File: src/rtl/po2_multiply.sv
// ---------------------------------------------------------------------------
// po2_multiply
//   Multiplies a signed fixed-point operand by a signed power-of-two weight
//   (+/- 2^-k or exactly zero).
//
//   The operand is widened to 2*W bits and aligned to the Q(2I).(2(W-I))
//   product format. It is then shifted right one bit per clock until k_eff
//   shifts have been done. The shift is arithmetic and rounds toward minus
//   infinity. The sign of the weight is applied last, by two's-complement
//   negation.
//
//   rst doubles as the load strobe. Every rising edge with rst=1 captures
//   the operands and clears the outputs. The computation starts on the
//   first edge with rst=0. result_v rises k_eff+1 edges later, or 1 edge
//   later for a zero weight. After that, result and result_v are held
//   until the next rst.
//
// Parameters
//   W  operand / log_2_weight width; result is 2*W bits wide
//   I  integer bits of the signed input format Q(I).(W-I)
//
// Ports
//   clk              clock; all state changes on the rising edge
//   rst              synchronous active-high reset and load strobe
//   inp              signed multiplicand, Q(I).(W-I)
//   zero_weight      the weight is exactly zero
//   negative_weight  the weight is negative
//   log_2_weight     k, with weight magnitude 2^-k (unsigned)
//   result           registered signed product, Q(2I).(2(W-I))
//   result_v         registered result-valid flag
// ---------------------------------------------------------------------------
module po2_multiply #(
    parameter int W = 16,
    parameter int I = 4
) (
    input  logic             clk,
    input  logic             rst,
    input  logic [W-1:0]     inp,
    input  logic             zero_weight,
    input  logic             negative_weight,
    input  logic [W-1:0]     log_2_weight,
    output logic [2*W-1:0]   result,
    output logic             result_v
);

    localparam int RW   = 2 * W;
    localparam int CW   = $clog2(RW);   // holds RW-1 without wrapping
    localparam int KMAX = RW - 1;

    typedef enum logic {
        SHIFT,
        DONE
    } state_t;

    state_t          state, state_nx;
    logic [RW-1:0]   acc, acc_nx, acc_load;
    logic [CW-1:0]   cnt, cnt_nx;
    logic [CW-1:0]   k_eff, k_lat;
    logic            zw_lat, nw_lat;
    logic [RW-1:0]   result_nx;
    logic            result_v_nx;

    // Shifts past RW-1 cannot change the result any further. So k is
    // clamped before latching, which keeps the counter CW bits wide.
    always_comb begin
        k_eff = log_2_weight[CW-1:0];
        if (log_2_weight > W'(KMAX))
            k_eff = CW'(KMAX);
    end

    // Sign-extend to 2*W, then align the binary point to the product format.
    always_comb begin
        acc_load = {{W{inp[W-1]}}, inp} << (W - I);
    end

    always_comb begin
        state_nx    = state;
        acc_nx      = acc;
        cnt_nx      = cnt;
        result_nx   = result;
        result_v_nx = result_v;
        case (state)
            SHIFT: begin
                if (zw_lat) begin
                    result_nx   = '0;
                    result_v_nx = 1'b1;
                    state_nx    = DONE;
                end else if (cnt == k_lat) begin
                    // Negation comes after the floor shift, so a negative
                    // weight gives -(floor(x)) rather than floor(-x).
                    result_nx   = nw_lat ? -acc : acc;
                    result_v_nx = 1'b1;
                    state_nx    = DONE;
                end else begin
                    acc_nx = {acc[RW-1], acc[RW-1:1]};
                    cnt_nx = cnt + CW'(1);
                end
            end
            DONE: begin
                // hold result/result_v until the next rst
            end
        endcase
    end

    always_ff @(posedge clk) begin
        if (rst) begin
            state    <= SHIFT;
            acc      <= acc_load;
            cnt      <= '0;
            k_lat    <= k_eff;
            zw_lat   <= zero_weight;
            nw_lat   <= negative_weight;
            result   <= '0;
            result_v <= 1'b0;
        end else begin
            state    <= state_nx;
            acc      <= acc_nx;
            cnt      <= cnt_nx;
            result   <= result_nx;
            result_v <= result_v_nx;
        end
    end

endmodule

File: config.mk
export PLATFORM = sky130hd
export DESIGN_NAME = po2_multiply
export DESIGN_NICKNAME = d
export VERILOG_FILES = /design/src/rtl/po2_multiply.sv
export SDC_FILE = /design/constraint.sdc
export NUM_CORES = 1
export LEC_CHECK = 0
export CAP_MARGIN = 30
export CORE_MARGIN = 5
export CORE_UTILIZATION = 32
export CTS_CLUSTER_DIAMETER = 200
export DETAILED_ROUTE_END_ITERATION = 16
export SETUP_SLACK_MARGIN = 0.1
export SLEW_MARGIN = 20
export SYNTH_ARGS = -nofsm -noshare
export SYNTH_HDL_FRONTEND = slang
export SYNTH_SLANG_ARGS = --single-unit
File: constraint.sdc
create_clock -name clk -period 5 [get_ports clk]
set_input_delay 1 -clock clk [delete_from_list [all_inputs] [get_ports clk]]
set_output_delay 1 -clock clk [all_outputs]
set_load 0.01 [all_outputs]
Yosys cells after proc, flatten, opt, wreduce, memory -nomap -nowiden
Index checks and enable logic that the tools add are counted.

Output and inout bits: 33. Bits in writable memories: 0. ROM bits: 0. Input bits: 36. Logic and storage cells: 36. Flip-flop bits (word level): 78. Latch bits: 0. Memories: 0.

$mul: 0. Reductions and logical operators: 4. Shift operators: 0. $lt $le $gt $ge: 1. Equal/unequal tests: 4. Bitwise operators: 3. Muxes and demuxes: 12. Add/subtract/negate cells: 2. Div/mod/pow operators: 0.

Operator list (number): $mux W32 (4); $mux W31 (3); $neg A32 Y32 (1); $gt A16 B5 Y1 const B (1); $ne A2 B2 Y1 const B (3); $reduce_and A3 Y1 (2); $add A5 B1 Y5 const B (1); $eq A5 B5 Y1 (1); $mux W1 (5); $not A1 Y1 (3); $reduce_and A2 Y1 (1); $reduce_bool A2 Y1 (1).

Depth between registers and ports, before layout
Gate-level depths: netlist of run 1.

Depth in word-level cells: 5. Mapped depth: 6. Mapped depth without buffers: 6.

Worst setup path after synthesis of run 1
No wires, ideal clock.

Kind: input to register. From: input port rst. To: register acc[12], enable pin. Arrival: 2022 ps. Setup slack: 2605 ps. Setup time: 374 ps. Buffers on the path: 2. Stages: 4. Data required time: 4626 ps. Path through: clkbuf_1 -> clkbuf_1 -> nor2_1 -> inv_1.

Word-level cells in the longest chain between the ends: 2. Elaborated cells between the ends (all ways): 4. Classes of those cells: 3 x eq/ne; 1 x reduce/logical.

Ends and longest elaborated chain: start, declared (RTL line 37) `input logic rst,`; $ne A2 B2 Y1 (no source line); $reduce_and A3 Y1 (no source line) *; end signal, assigned (RTL line 108) `acc <= acc_load;`; end signal, assigned (RTL line 117) `acc <= acc_nx;`; end, declared (RTL line 56) `logic [RW-1:0] acc, acc_nx, acc_load;`.

Every way passes the cells marked *; elsewhere a longest branch is shown, timed or not. A chain may end at the register's enable or synchronous reset.

Worst setup path in the final report of run 1
From: register acc[21]. To: register result[31].

Word-level cells in the longest chain between the ends: 4.

Ends and longest elaborated chain: $neg A32 Y32 (RTL line 91) `result_nx = nw_lat ? -acc : acc;`; $mux W32 (RTL line 91); $mux W32 (RTL line 88) `end else if (cnt == k_lat) begin`; $mux W32 (RTL line 84) `if (zw_lat) begin`; end signal, assigned (RTL line 119) `result <= result_nx;`; end, declared (RTL line 42) `output logic [2*W-1:0] result,`.

No other way between the ends. The select of a mux whose other input is x is not followed.

==> results of run 1 <==
metal layers:
layer  up-vias  track usage, %  routed length [um]
li1       1468               -                   -
met1      1394            15.3                3840
met2        79            20.9                4250
met3         9            3.87                 529
met4         0            3.97                 102
met5         -               0                   0
sequential cells by signal, summed over array words and instances (netlist names):
signal / count
acc: 32
result: 32
cnt: 5
k_lat: 5
nw_lat: 1
result_v: 1
state: 1
zw_lat: 1
area by class of cell:
| cell class | instances | area, um^2 | area share [%] |
|---|---|---|---|
| Sequential cell | 78 | 1830 | 37.6 |
| Tap cell | 143 | 179 | 3.68 |
| Multi-Input combinational cell | 273 | 1790 | 36.9 |
| Clock buffer | 12 | 289 | 5.94 |
| Clock inverter | 4 | 25.0 | 0.514 |
| Timing Repair Buffer | 72 | 726 | 14.9 |
| Inverter | 6 | 22.5 | 0.463 |
cells by family (layout without fill, tap and decap cells):
kind of cell             after synthesis  in the layout  synth area share, %
AND/OR/NAND/NOR                      129            129                 17.7
AO/OA/AOI/OAI                         90             90                 16.5
flip-flops                            78             78                 48.7
XOR/XNOR                              38             38                 8.85
buffers and inverters                 30             94                 3.76
multiplexers                          14             14                 3.73
adder cells (fa/ha/maj)                2              2                0.665
worst max path at each step:
stage	startpoint	end	slack, ns	cells past startpoint
after CTS	acc[21]$_DFFE_PP_	result[31]$_SDFFE_PP0P_	2.66	5
after detailed placement	rst	result[1]$_SDFFE_PP0P_	2.35	4
after floorplan	rst	acc[12]$_DFFE_PP_	2.60	4
after global routing	acc[21]$_DFFE_PP_	result[31]$_SDFFE_PP0P_	2.56	5
final	acc[21]$_DFFE_PP_	result[31]$_SDFFE_PP0P_	2.66	5
after global placement	rst	result[7]$_SDFFE_PP0P_	2.41	4
critical path: cells and delay by family (launching register included):
kind                      cells  cell delay (ns)
AOI/OAI and AO/OA             2             0.51
xor gates and xnor gates      1             0.19
and+or+nand+nor               2             1.09
DFF                           1             0.44
power by group through the flow:
stage          registers [uW]  clock network [uW]  logic, uW
6_report                  727                 660        180
5_1_grt                   731                 701        199
4_1_cts                   726                 678        183
3_5_place_dp              740                   0        181
3_3_place_gp              742                   0        172
2_1_floorplan             726                   0        124
stage by stage:
step | cells | total power [uW] | util [%] | hold slack (ns) | setup WS [ns]
after floorplan | 381 | 850 | - | 0.470 | 2.60
after global placement | 571 | 913 | 39.5 | 0.437 | 2.41
after detailed placement | 572 | 921 | 39.7 | 0.438 | 2.35
after CTS | 588 | 1590 | 42.4 | 0.446 | 2.66
after global routing | 588 | 1630 | 42.4 | 0.465 | 2.56
final | 588 | 1570 | 42.4 | 0.444 | 2.66
cells in the final DEF, fill, tap and decap left out, types with 2 or more instances in the layout:
| cell type | netlist | final |
|---|---|---|
| nand2_1 | 67 | 67 |
| clkdlybuf4s50_1 | 0 | 67 |
| dfxtp_1 | 51 | 51 |
| o21ai_1 | 50 | 50 |
| xor2_1 | 34 | 34 |
| edfxtp_1 | 27 | 27 |
| nor2_1 | 21 | 21 |
| mux2i_1 | 14 | 14 |
| clkbuf_16 | 0 | 11 |
| or2_2 | 8 | 8 |
| o31ai_1 | 7 | 7 |
| o41ai_1 | 7 | 7 |
| o41ai_2 | 7 | 7 |
| inv_1 | 6 | 6 |
| or4_1 | 5 | 5 |
| a21o_1 | 4 | 4 |
| nand3_1 | 4 | 4 |
| xnor2_1 | 4 | 4 |
| a21oi_1 | 4 | 4 |
| nor3_1 | 3 | 3 |
| o21ai_0 | 3 | 3 |
| or3_1 | 3 | 3 |
| buf_4 | 0 | 3 |
| and2_1 | 2 | 2 |
| nor4_4 | 2 | 2 |
| a2111oi_0 | 2 | 2 |
| nor4_1 | 2 | 2 |
| nor3b_1 | 2 | 2 |
| a32oi_1 | 2 | 2 |
| ha_1 | 2 | 2 |
| clkinvlp_4 | 0 | 2 |
| clkinv_2 | 0 | 2 |
==> results.toml, run 1 <==
[outcome]
status = "complete, no violations"

[cts]
clkSlewWorstSetupHoldPaths_ns = 0.06
cts_resized = 0
root_buffer = "clkbuf_16"
htree_levels = 3
post-cts-setup-buffers = 0
hold_buffers = 0
cts_tree = "yes"
cts.sinks = 78
worst_skew_pair.late_latency_ns = 0.33
clock_path_buffers = 2
cts_buffers = 9

[floorplanning]
start_util_pct = 32.8
num_rows = 39
io_pins = 69
coreArea_um2 = 11500
dieArea_um2 = 14000
fp.dieW_um = 118
dieHeight_um = 118

[sta]
slew_viol_final = 0
max_clock_freq_mhz = 427
tightest_slew_ns = 0.736
period_minus_slack_ns = 2.34
finalHoldViolations = 0
tns_ns = 0
setup_viol = 0
timing.final.crit_share_pct = 46.9
rsz0062_at_grt = "false"
slew_headroom_pct = 50.9
fin_worst_skew_ns = 0.00824

[setup_path]
crit_slowest_cell = "or4_1"
r2r.worst_path.cells = 5
critPathMaxStageDelay_ns = 0.56
r2r_slack_ns = 2.66
cp.arrival_ns = 2.56
end_kind = "register"
r2r_end = "result[31]$_SDFFE_PP0P_"
worstSetupPathType = "register to register"
r2r_start = "acc[21]$_DFFE_PP_"
worstPathCellList = "or4_1, or3_1, o41ai_2, xor2_1, o21ai_1"
cp_max_fo = 8
start_kind = "register"
worstPathRequired_ns = 5.21

[routing]
viasPerCell = 5.02
drc = 0
drt_iter0_drc = 89
first_pass_iters = 4
wire_per_inst_um = 14.8
vias = 2950
routed_wl_um = 8730
drtAntennaViolNets = 0

[synthesis]
netlist_top_cells_area = "dfxtp_1, edfxtp_1, xor2_1"
synth_warnings = 0
syn-num-nets = 419
synthArstFlopShare_pct = 0
syn_area_um2 = 3760
synth_top_cell_area_share_pct = 27.2
ys_types = 46
post_synth.cell_area_avg_um2 = 9.87
synth_ff_type = "dfxtp_1"
synth_edf_count = 27
ys_ff_latch = 78
yosysTopAreaCell = "dfxtp_1"
ys_seq_area_share_pct = 48.7
yosysMostFrequentCell = "nand2_1"
synthTopCellsByCount = "nand2_1, dfxtp_1, o21ai_1"
syn_inst = 381

[finish]
n_fill_cell = 1127
drive_gt1_share_pct = 10.3
design_area_um2 = 4870
n_antenna_cell = 0
area_growth_pct = 29.5
layout.nets = 478

[place]
placed_area_um2 = 4550
hpwlAfterDp_um = 6310
gp_congestion = 0.759
place.port_buffers = 68

[power_and_ir_drop]
intPower_uw = 1180
power_frac_seq_pct = 46.4
pwr-share-comb_pct = 11.5
power_density_nw_per_um2 = 322
p_switching_uw = 387
p_leak_uw = 0.00176
irDropWorstVdd_uv = 165
switching_share_pct = 24.7
clkPwrFrac_pct = 42.1

[global_route]
grt_pass1_wl_um = 14500
grt.total_usage_pct = 12.4
overflow = 0
antenna_found_initial = 0
grt_pass1_vias = 3016
grt_max_degree = 40

[min_path]
hp-start = "result[2]$_SDFFE_PP0P_"
whs_path_depth = 2
whs_endpoint = "result[2]$_SDFFE_PP0P_"
hold_class = "register to register"

[job]
drv_cap = 0
(Power assumes the default switching activity.)
==> run 2: changes to the inputs <==
clock period = 2.3 ns   (was 5 ns; I/O delays follow)
==> run 2 against run 1 <==
  * Worst setup slack got worse by 2.5 ns
  * Total power rose by 120%
  * Count of clock-buffer cells in the layout rose by 2
  * Sequential cell count did not move
  * Sequential power rose by 110%
  * Final cell count rose by 2.0%
  * Final area rose by 3.3%
  * Sequential share of layout area fell by 1.2 points
  * Clock skew barely moved
  * Maximum frequency rose by 8.4%
  * Critical path type unchanged
  * Highest routed layer unchanged
==> results.toml, run 2 (same netlist as run 1, synthesis figures left out) <==
[outcome]
status = "complete, no violations"

[sta]
period_minus_slack_ns = 2.16
fin_worst_skew_ns = 0.00777
rsz0062_at_grt = "true"
finalHoldViolations = 0
slew_headroom_pct = 63.3
slew_viol_final = 0
tightest_slew_ns = 0.551
timing.final.crit_share_pct = 94.0
tns_ns = 0
setup_viol = 0
hold_slack_ns = 0.445
max_clock_freq_mhz = 463

[floorplanning]
num_rows = 39
dieHeight_um = 118
fp.dieW_um = 118
dieArea_um2 = 14000
start_util_pct = 32.8
io_pins = 69
coreArea_um2 = 11500

[power_and_ir_drop]
switching_share_pct = 24.5
p_leak_uw = 0.00189
clkPwrFrac_pct = 41.0
power_density_nw_per_um2 = 684
p_switching_uw = 844
power_frac_seq_pct = 45.5
pwr-share-comb_pct = 13.5
intPower_uw = 2600
irDropWorstVdd_uv = 452

[finish]
n_antenna_cell = 0
design_area_um2 = 5030
n_fill_cell = 1110
drive_gt1_share_pct = 13.1
layout.nets = 490
final_cell_mix = "nand2_1, clkdlybuf4s50_1, dfxtp_1"
top_regs = "acc (32), result (32)"
area_growth_pct = 33.8

[setup_path]
r2r.worst_path.cells = 5
start_kind = "register"
worstPathRequired_ns = 2.51
r2r_start = "acc[21]$_DFFE_PP_"
cp.arrival_ns = 2.37
end_kind = "register"
cp-startpoint = "acc[21]$_DFFE_PP_"
cp_max_fo = 8
worstSetupPathType = "register to register"

[cts]
root_buffer = "clkbuf_16"
worst_skew_pair.late_latency_ns = 0.33
cts.sinks = 78
cts_buffers = 9
htree_levels = 3
clkSlewWorstSetupHoldPaths_ns = 0.06
clock_path_buffers = 2
hold_buffers = 0
cts_tree = "yes"

[global_route]
antenna_found_initial = 0
grt_max_degree = 38
overflow = 0
grt.total_usage_pct = 12.6
grt_pass1_wl_um = 14800
grt_pass1_vias = 3025

[routing]
wire_per_inst_um = 14.6
drc = 0
vias = 2964
first_pass_iters = 4
drt_iter0_drc = 124
routed_wl_um = 8770
drtAntennaViolNets = 0
viasPerCell = 4.94

[place]
hpwlAfterDp_um = 6340
place.port_buffers = 68
placed_area_um2 = 4630
gp_congestion = 0.773

[min_path]
hold_class = "register to register"
hp-start = "result_v$_SDFFE_PP0P_"
whs_path_depth = 2

[job]
drv_cap = 0
==> run 2: worst paths after layout <==
kind                             endpoint  slack, ns
setup / recovery  result[26]$_SDFFE_PP0P_       0.14
hold / removal      result_v$_SDFFE_PP0P_       0.45
setup reg to reg  result[26]$_SDFFE_PP0P_       0.14
hold reg to reg     result_v$_SDFFE_PP0P_       0.45
==> run 2: repair_timing <==
item / in CTS / in global routing
gates resized for setup: 1 / 8
hold endpoints to repair: 0 / 0
buffers inserted: 0 / 1
setup endpoints to repair: 6 / 49
pin swaps: 0 / 9
==> run 2: layer usage <==
metal / up-vias / global-route usage, % / wire length (um)
met3: 9 / 3.77 / 475
met5: - / 0 / 0
met1: 1380 / 15.8 / 4010
met2: 74 / 21.5 / 4200
li1: 1501 / - / -
met4: 0 / 2.83 / 91
==> run 2: through the flow <==
| step | power [uW] | util (%) | instances | worst slack, ns |
|---|---|---|---|---|
| finish | 3440 | 43.9 | 600 | 0.139 |
| CTS | 3450 | 43.1 | 599 | 0.144 |
| global route | 3580 | 43.9 | 600 | 0.0676 |
| floorplan | 1850 | - | 381 | 0.139 |
| global placement | 2020 | 40.4 | 583 | 0.115 |
| detailed placement | 2030 | 40.4 | 583 | 0.0192 |
==> run 2: power groups by stage <==
| stage | registers, uW | logic, uW | clock network (uW) |
|---|---|---|---|
| global route | 1570 | 508 | 1500 |
| finish | 1560 | 464 | 1410 |
| floorplan | 1580 | 269 | 0 |
| CTS | 1560 | 438 | 1450 |
| detailed placement | 1590 | 433 | 0 |
| global placement | 1590 | 424 | 0 |
==> run 2: area by class of cell <==
type                            count  area [um^2]  area share (%)
Inverter                            6         26.3           0.522
Sequential cell                    78         1830            36.4
Clock inverter                      2         11.3           0.224
Timing Repair Buffer               84          821            16.3
Tap cell                          143          179            3.56
Multi-Input combinational cell    273         1870            37.1
Clock buffer                       14          295            5.87
==> run 2: worst max-delay path: stages, from the launching register on <==
cell	delay (ns)
edfxtp_1	0.38
or4_4	0.55
or3_4	0.51
o41ai_2	0.35
xor2_1	0.18
o21ai_1	0.07
